**src/rtl/alu_rr_scheduler.sv**
```systemverilog
// Round-robin front end for one shared add/sub/and/or datapath.
// A winner's operands are captured, executed once, and returned with its index.
module alu_rr_scheduler #(
  parameter int N_REQ = 4,
  parameter int WIDTH = 8
) (
  input  logic                       clk,
  input  logic                       rst,
  input  logic [N_REQ-1:0]           req,
  input  logic [N_REQ*WIDTH-1:0]     a_in,
  input  logic [N_REQ*WIDTH-1:0]     b_in,
  input  logic [2*N_REQ-1:0]         op_in,
  output logic [N_REQ-1:0]           gnt,
  output logic                       busy,
  output logic                       done,
  output logic [$clog2(N_REQ)-1:0]   done_id,
  output logic [WIDTH-1:0]           result,
  output logic                       carry,
  output logic                       zero
);

  localparam int ID_W = $clog2(N_REQ);

  typedef enum logic [1:0] {IDLE, EXEC, DONE} state_t;

  state_t            state_q, state_d;
  logic [ID_W-1:0]   ptr;
  logic [ID_W-1:0]   winner;
  logic [ID_W-1:0]   pick;
  logic [ID_W-1:0]   cand;
  logic              found;
  int                idx;
  logic [WIDTH-1:0]  a_q, b_q;
  logic [1:0]        op_q;
  logic [WIDTH:0]    alu;

  assign busy = (state_q != IDLE);
  assign done = (state_q == DONE);

  // Search upward from the priority pointer, wrapping, and take the first request.
  always_comb begin
    pick  = '0;
    cand  = '0;
    found = 1'b0;
    idx   = 0;
    for (int i = 0; i < N_REQ; i++) begin
      idx  = (int'(ptr) + i) % N_REQ;
      cand = ID_W'(idx);
      if (!found && req[cand]) begin
        found = 1'b1;
        pick  = cand;
      end
    end
  end

  // The extra top bit is carry-out for add and borrow for sub.
  always_comb begin
    alu = '0;
    case (op_q)
      2'b00:   alu = {1'b0, a_q} + {1'b0, b_q};
      2'b01:   alu = {1'b0, a_q} - {1'b0, b_q};
      2'b10:   alu = {1'b0, a_q & b_q};
      default: alu = {1'b0, a_q | b_q};
    endcase
  end

  always_comb begin
    state_d = state_q;
    case (state_q)
      IDLE:    if (|req) state_d = EXEC;
      EXEC:    state_d = DONE;
      DONE:    state_d = IDLE;
      default: state_d = IDLE;
    endcase
  end

  always_ff @(posedge clk or posedge rst) begin
    if (rst) state_q <= IDLE;
    else     state_q <= state_d;
  end

  always_ff @(posedge clk or posedge rst) begin
    if (rst) begin
      gnt     <= '0;
      done_id <= '0;
      result  <= '0;
      carry   <= 1'b0;
      zero    <= 1'b0;
      ptr     <= '0;
      winner  <= '0;
      a_q     <= '0;
      b_q     <= '0;
      op_q    <= '0;
    end else begin
      case (state_q)
        IDLE: begin
          if (|req) begin
            a_q    <= a_in[int'(pick)*WIDTH +: WIDTH];
            b_q    <= b_in[int'(pick)*WIDTH +: WIDTH];
            op_q   <= op_in[int'(pick)*2 +: 2];
            gnt    <= N_REQ'(1) << pick;
            winner <= pick;
          end
        end
        EXEC: begin
          gnt     <= '0;
          result  <= alu[WIDTH-1:0];
          carry   <= alu[WIDTH];
          zero    <= (alu[WIDTH-1:0] == '0);
          done_id <= winner;
        end
        DONE: begin
          if (winner == ID_W'(N_REQ - 1)) ptr <= '0;
          else                            ptr <= winner + 1'b1;
        end
        default: ;
      endcase
    end
  end

endmodule

```
**config.mk**
```make
export PLATFORM = sky130hd
export DESIGN_NAME = alu_rr_scheduler
export DESIGN_NICKNAME = d
export VERILOG_FILES = /design/src/rtl/alu_rr_scheduler.sv
export SDC_FILE = /design/constraint.sdc
export NUM_CORES = 1
export LEC_CHECK = 0
export CAP_MARGIN = 15
export CORE_AREA = 5 5 104 106
export DETAILED_ROUTE_END_ITERATION = 8
export DIE_AREA = 0 0 109 111
export PLACE_DENSITY_LB_ADDON = 0.05
export RECOVER_POWER = 50
export SLEW_MARGIN = 15
export SYNTH_ARGS = -nofsm -noshare
export SYNTH_HDL_FRONTEND = slang
export SYNTH_SLANG_ARGS = --single-unit
```
**constraint.sdc**
```tcl
create_clock -name clk -period 8.07 [get_ports clk]
set_clock_uncertainty 0.15 [all_clocks]
set_input_delay 1.614 -clock clk [delete_from_list [all_inputs] [get_ports clk]]
set_output_delay 1.614 -clock clk [all_outputs]
set_load 0.01 [all_outputs]
```
==> impl_metrics.tcl <==
set metrics [dict create \
    post_layout_nonfiller_instances 535 \
    postRouteAntennaNets 0 \
    synth_xor_area_share_pct 2.76 \
    synth-seq-area-share_pct 35.0 \
    critPathSlowestCell "sky130_fd_sc_hd__clkbuf_1" \
    cts_num_sinks 40 \
    detail_routed_net_length_per_standard_cell_um 13.9 \
    report.final.hold_viol_count 0 \
    synthesis.instances 315 \
    finalWeightedCongestion 0.771 \
    worst_setup_path_end_kind "asynchronous set/reset pin" \
    dr_total_vias 2468 \
    critical_path_buf_inv_count 3 \
    synth-async-reset-ratio_pct 100 \
    drive_gt1_share_pct 8.71 \
    critical_path.cell_chain "dlygate4sd3_1, inv_1, clkbuf_1" \
    clock.fmax_ghz 0.256 \
    max-slew-margin-rel_pct -41.5 \
    timing.critical_path.from_type "input pin" \
    total_power_mw 1.69 \
    synth-edff-count 0 \
    status "finished with violations" \
    layout.cells.most_common "sky130_fd_sc_hd__clkdlybuf4s50_1" \
    number_of_inserted_diodes 0 \
    std_cell_rows 36 \
    cts-hold-fix-buffers 0 \
    required_ns 7.90 \
    source_to_sink_clock_delay_at_the_later_pin_of_the_worst_skew_pair_ns 0.29 \
    finalWorstSetupSlack_ns 4.17 \
    maxCapViolations 1 \
    power.density_nw_per_um2 419 \
    synth_top_cell_area_share_pct 35.0 \
    wirelength_um 7460 \
    number_of_levels_the_h_tree_was_split_into 2 \
    setup.worst_path.start "rst" \
    yosys_warnings 0 \
    syn_area_um2 2860 \
    area.growth.synth_to_final_pct 41.5 \
    power.leakage_nw 1.76 \
    chipHeight_um 111 \
    io_buffers 95 \
    placed_cells 527 \
    globalRoute.totalOverflow 0 \
    grt_usage_pct 12.6 \
    yosys-mux-area-fraction_pct 21.9 \
    layout_common_cells "93 x sky130_fd_sc_hd__clkdlybuf4s50_1, 45 x sky130_fd_sc_hd__nand2_1, 40 x sky130_fd_sc_hd__dfrtp_1" \
    fp.dieW_um 109 \
    drt-pass1-iter-count 4 \
    dieArea_um2 12100 \
    final_nets 492 \
    setup_violations_final 0 \
    hold_path.startpoint "done_id[0]" \
    yosys.area_share.simple_pct 14.2 \
    cts_resized 0 \
    maximum_number_of_pins_on_one_net_before_global_route_repair 47 \
    grt_pass1_vias 2571 \
    cts_setup_buffers 0 \
    tightest_slew_ns 2.12 \
    detail_route.iter0.violations 74 \
    timing.critical_path.slowest_cell_delay_ns 1.52 \
    ys_ff_latch 40 \
    vdd_ir_drop_max_mv 0.129 \
    placement_setup_slack_ns 3.81 \
    wire_length_of_the_first_global_routing_pass_um 12300 \
    hpwl_um 5940 \
    route.detailed.drc 0 \
    cts-root-buf "sky130_fd_sc_hd__clkbuf_8" \
    critical_path_at_ns 3.73 \
    failed_checks "max-capacitance violations, max-slew violations" \
    cts_inserted_buffers 5 \
    timing.final.max_slew_violations 41 \
    start_util_pct 29.5 \
    crit_path_max_fanout 40 \
    rsz0062_at_grt "no" \
    hold_crit_class "flip-flop to flip-flop" \
    core_area_um2 9680 \
    clkSlewWorstSetupHoldPaths_ns 0.09 \
    final_min_period_over_clock_period_pct 48.3 \
    yosys-top-cells-area "sky130_fd_sc_hd__dfrtp_1 35%, sky130_fd_sc_hd__mux2i_1 14%, sky130_fd_sc_hd__mux2_2 8.3%, sky130_fd_sc_hd__nand2_1 5.9%, sky130_fd_sc_hd__ha_1 5.3%" \
    r2r_start "op_q[0]" \
    dominant_combinational_cell_family_by_area_after_synthesis "multiplexers" \
    yosysTopAreaCell "sky130_fd_sc_hd__dfrtp_1" \
    clockBufferDepth 2 \
    detail_route.vias_per_cell 4.61 \
    synth_adder_area_share_pct 7.75 \
    fin_crit_ns 3.90 \
    compound_gate_fraction_of_synth_area_pct 14.2 \
    synthDistinctLibCells 38 \
    syn-mean-instance-area_um2 9.07 \
    fin_tns_setup_ns 0 \
    io-pin-count 96 \
    cp_top_family "buffers and inverters" \
    criticalPathCategory "input pin to asynchronous set/reset pin" \
    postSynthNetCount 406 \
    ys_dominant_reg_cell "sky130_fd_sc_hd__dfrtp_1" \
    cts_tree "done" \
    grt_antenna_before_repair 0 \
]
==> metrics by stage <==
step	hold WS, ns	utilization [%]	area, µm²
floorplan	0.315	-	2860
global placement	0.310	40.5	3920
detailed placement	0.313	40.5	3920
CTS	0.335	41.7	4040
global route	0.361	41.7	4040
finish	0.328	41.7	4040
==> layer usage <==
metal  up-vias  wire, µm  GRT usage (%)
li1       1280         -              -
met1      1111      3660           17.3
met2        75      3290           19.6
met3         2       457           3.49
met4         0        54           3.03
met5         -         0              0
==> final cells by class <==
type	count	area, µm²
Timing Repair Buffer	97	962
Tap cell	133	166
Clock buffer	5	68.8
Fill cell	1004	5640
Inverter	11	41.3
Multi-Input combinational cell	246	1760
Clock inverter	3	46.3
Sequential cell	40	1000
==> report_power, final <==
group / total (mW) / switching [mW] / internal [mW]
Clock: 0.171 / 0.0777 / 0.0933
Combinational: 1.11 / 0.580 / 0.533
Sequential: 0.409 / 0.110 / 0.299
==> cells by family (layout without fill, tap and decap cells) <==
kind of cell | after synthesis | after routing
buffers and inverters | 29 | 116
XOR/XNOR | 9 | 9
multiplexers | 60 | 60
AND/OR/NAND/NOR | 94 | 94
AO/OA/AOI/OAI | 65 | 65
flip-flops | 40 | 40
adder cells (fa/ha/maj) | 18 | 18
==> registers in the layout, indices dropped and copies added (netlist names) <==
name	cells
done_id	2
carry	1
b_q	8
state_q	2
winner	2
ptr	2
op_q	2
gnt	4
zero	1
a_q	8
result	8
==> synthesized netlist by cell type (4+ instances only) <==
| master | instances |
|---|---|
| sky130_fd_sc_hd__nand2_1 | 45 |
| sky130_fd_sc_hd__dfrtp_1 | 40 |
| sky130_fd_sc_hd__mux2i_1 | 39 |
| sky130_fd_sc_hd__o21ai_0 | 27 |
| sky130_fd_sc_hd__nor2_1 | 24 |
| sky130_fd_sc_hd__mux2_2 | 21 |
| sky130_fd_sc_hd__a21oi_1 | 12 |
| sky130_fd_sc_hd__ha_1 | 12 |
| sky130_fd_sc_hd__inv_1 | 11 |
| sky130_fd_sc_hd__clkbuf_1 | 10 |
| sky130_fd_sc_hd__buf_2 | 8 |
| sky130_fd_sc_hd__nor2b_1 | 7 |
| sky130_fd_sc_hd__nand3_1 | 6 |
| sky130_fd_sc_hd__o31ai_1 | 5 |
| sky130_fd_sc_hd__xnor2_1 | 5 |
| sky130_fd_sc_hd__a211oi_1 | 4 |
| sky130_fd_sc_hd__maj3_1 | 4 |
| sky130_fd_sc_hd__nor3_1 | 4 |
| sky130_fd_sc_hd__xor2_1 | 4 |
==> worst min-delay path, stage by stage (launching register included) <==
cell and delay (ns):
sky130_fd_sc_hd__dfrtp_1 0.35, sky130_fd_sc_hd__nand2_1 0.05, sky130_fd_sc_hd__nand2_1 0.05
==> worst paths after layout <==
check                      cells past startpoint  slack, ns         end
hold / removal                                 2       0.33  done_id[0]
setup reg to reg                               9       4.55        zero
hold reg to reg                                2       0.33  done_id[0]
max in group clk                               6       4.45      a_q[3]
min in group asynchronous                      3       2.39   result[2]
setup / recovery                               3       4.17      a_q[2]
Note: power is estimated with default switching activity, not from simulation.
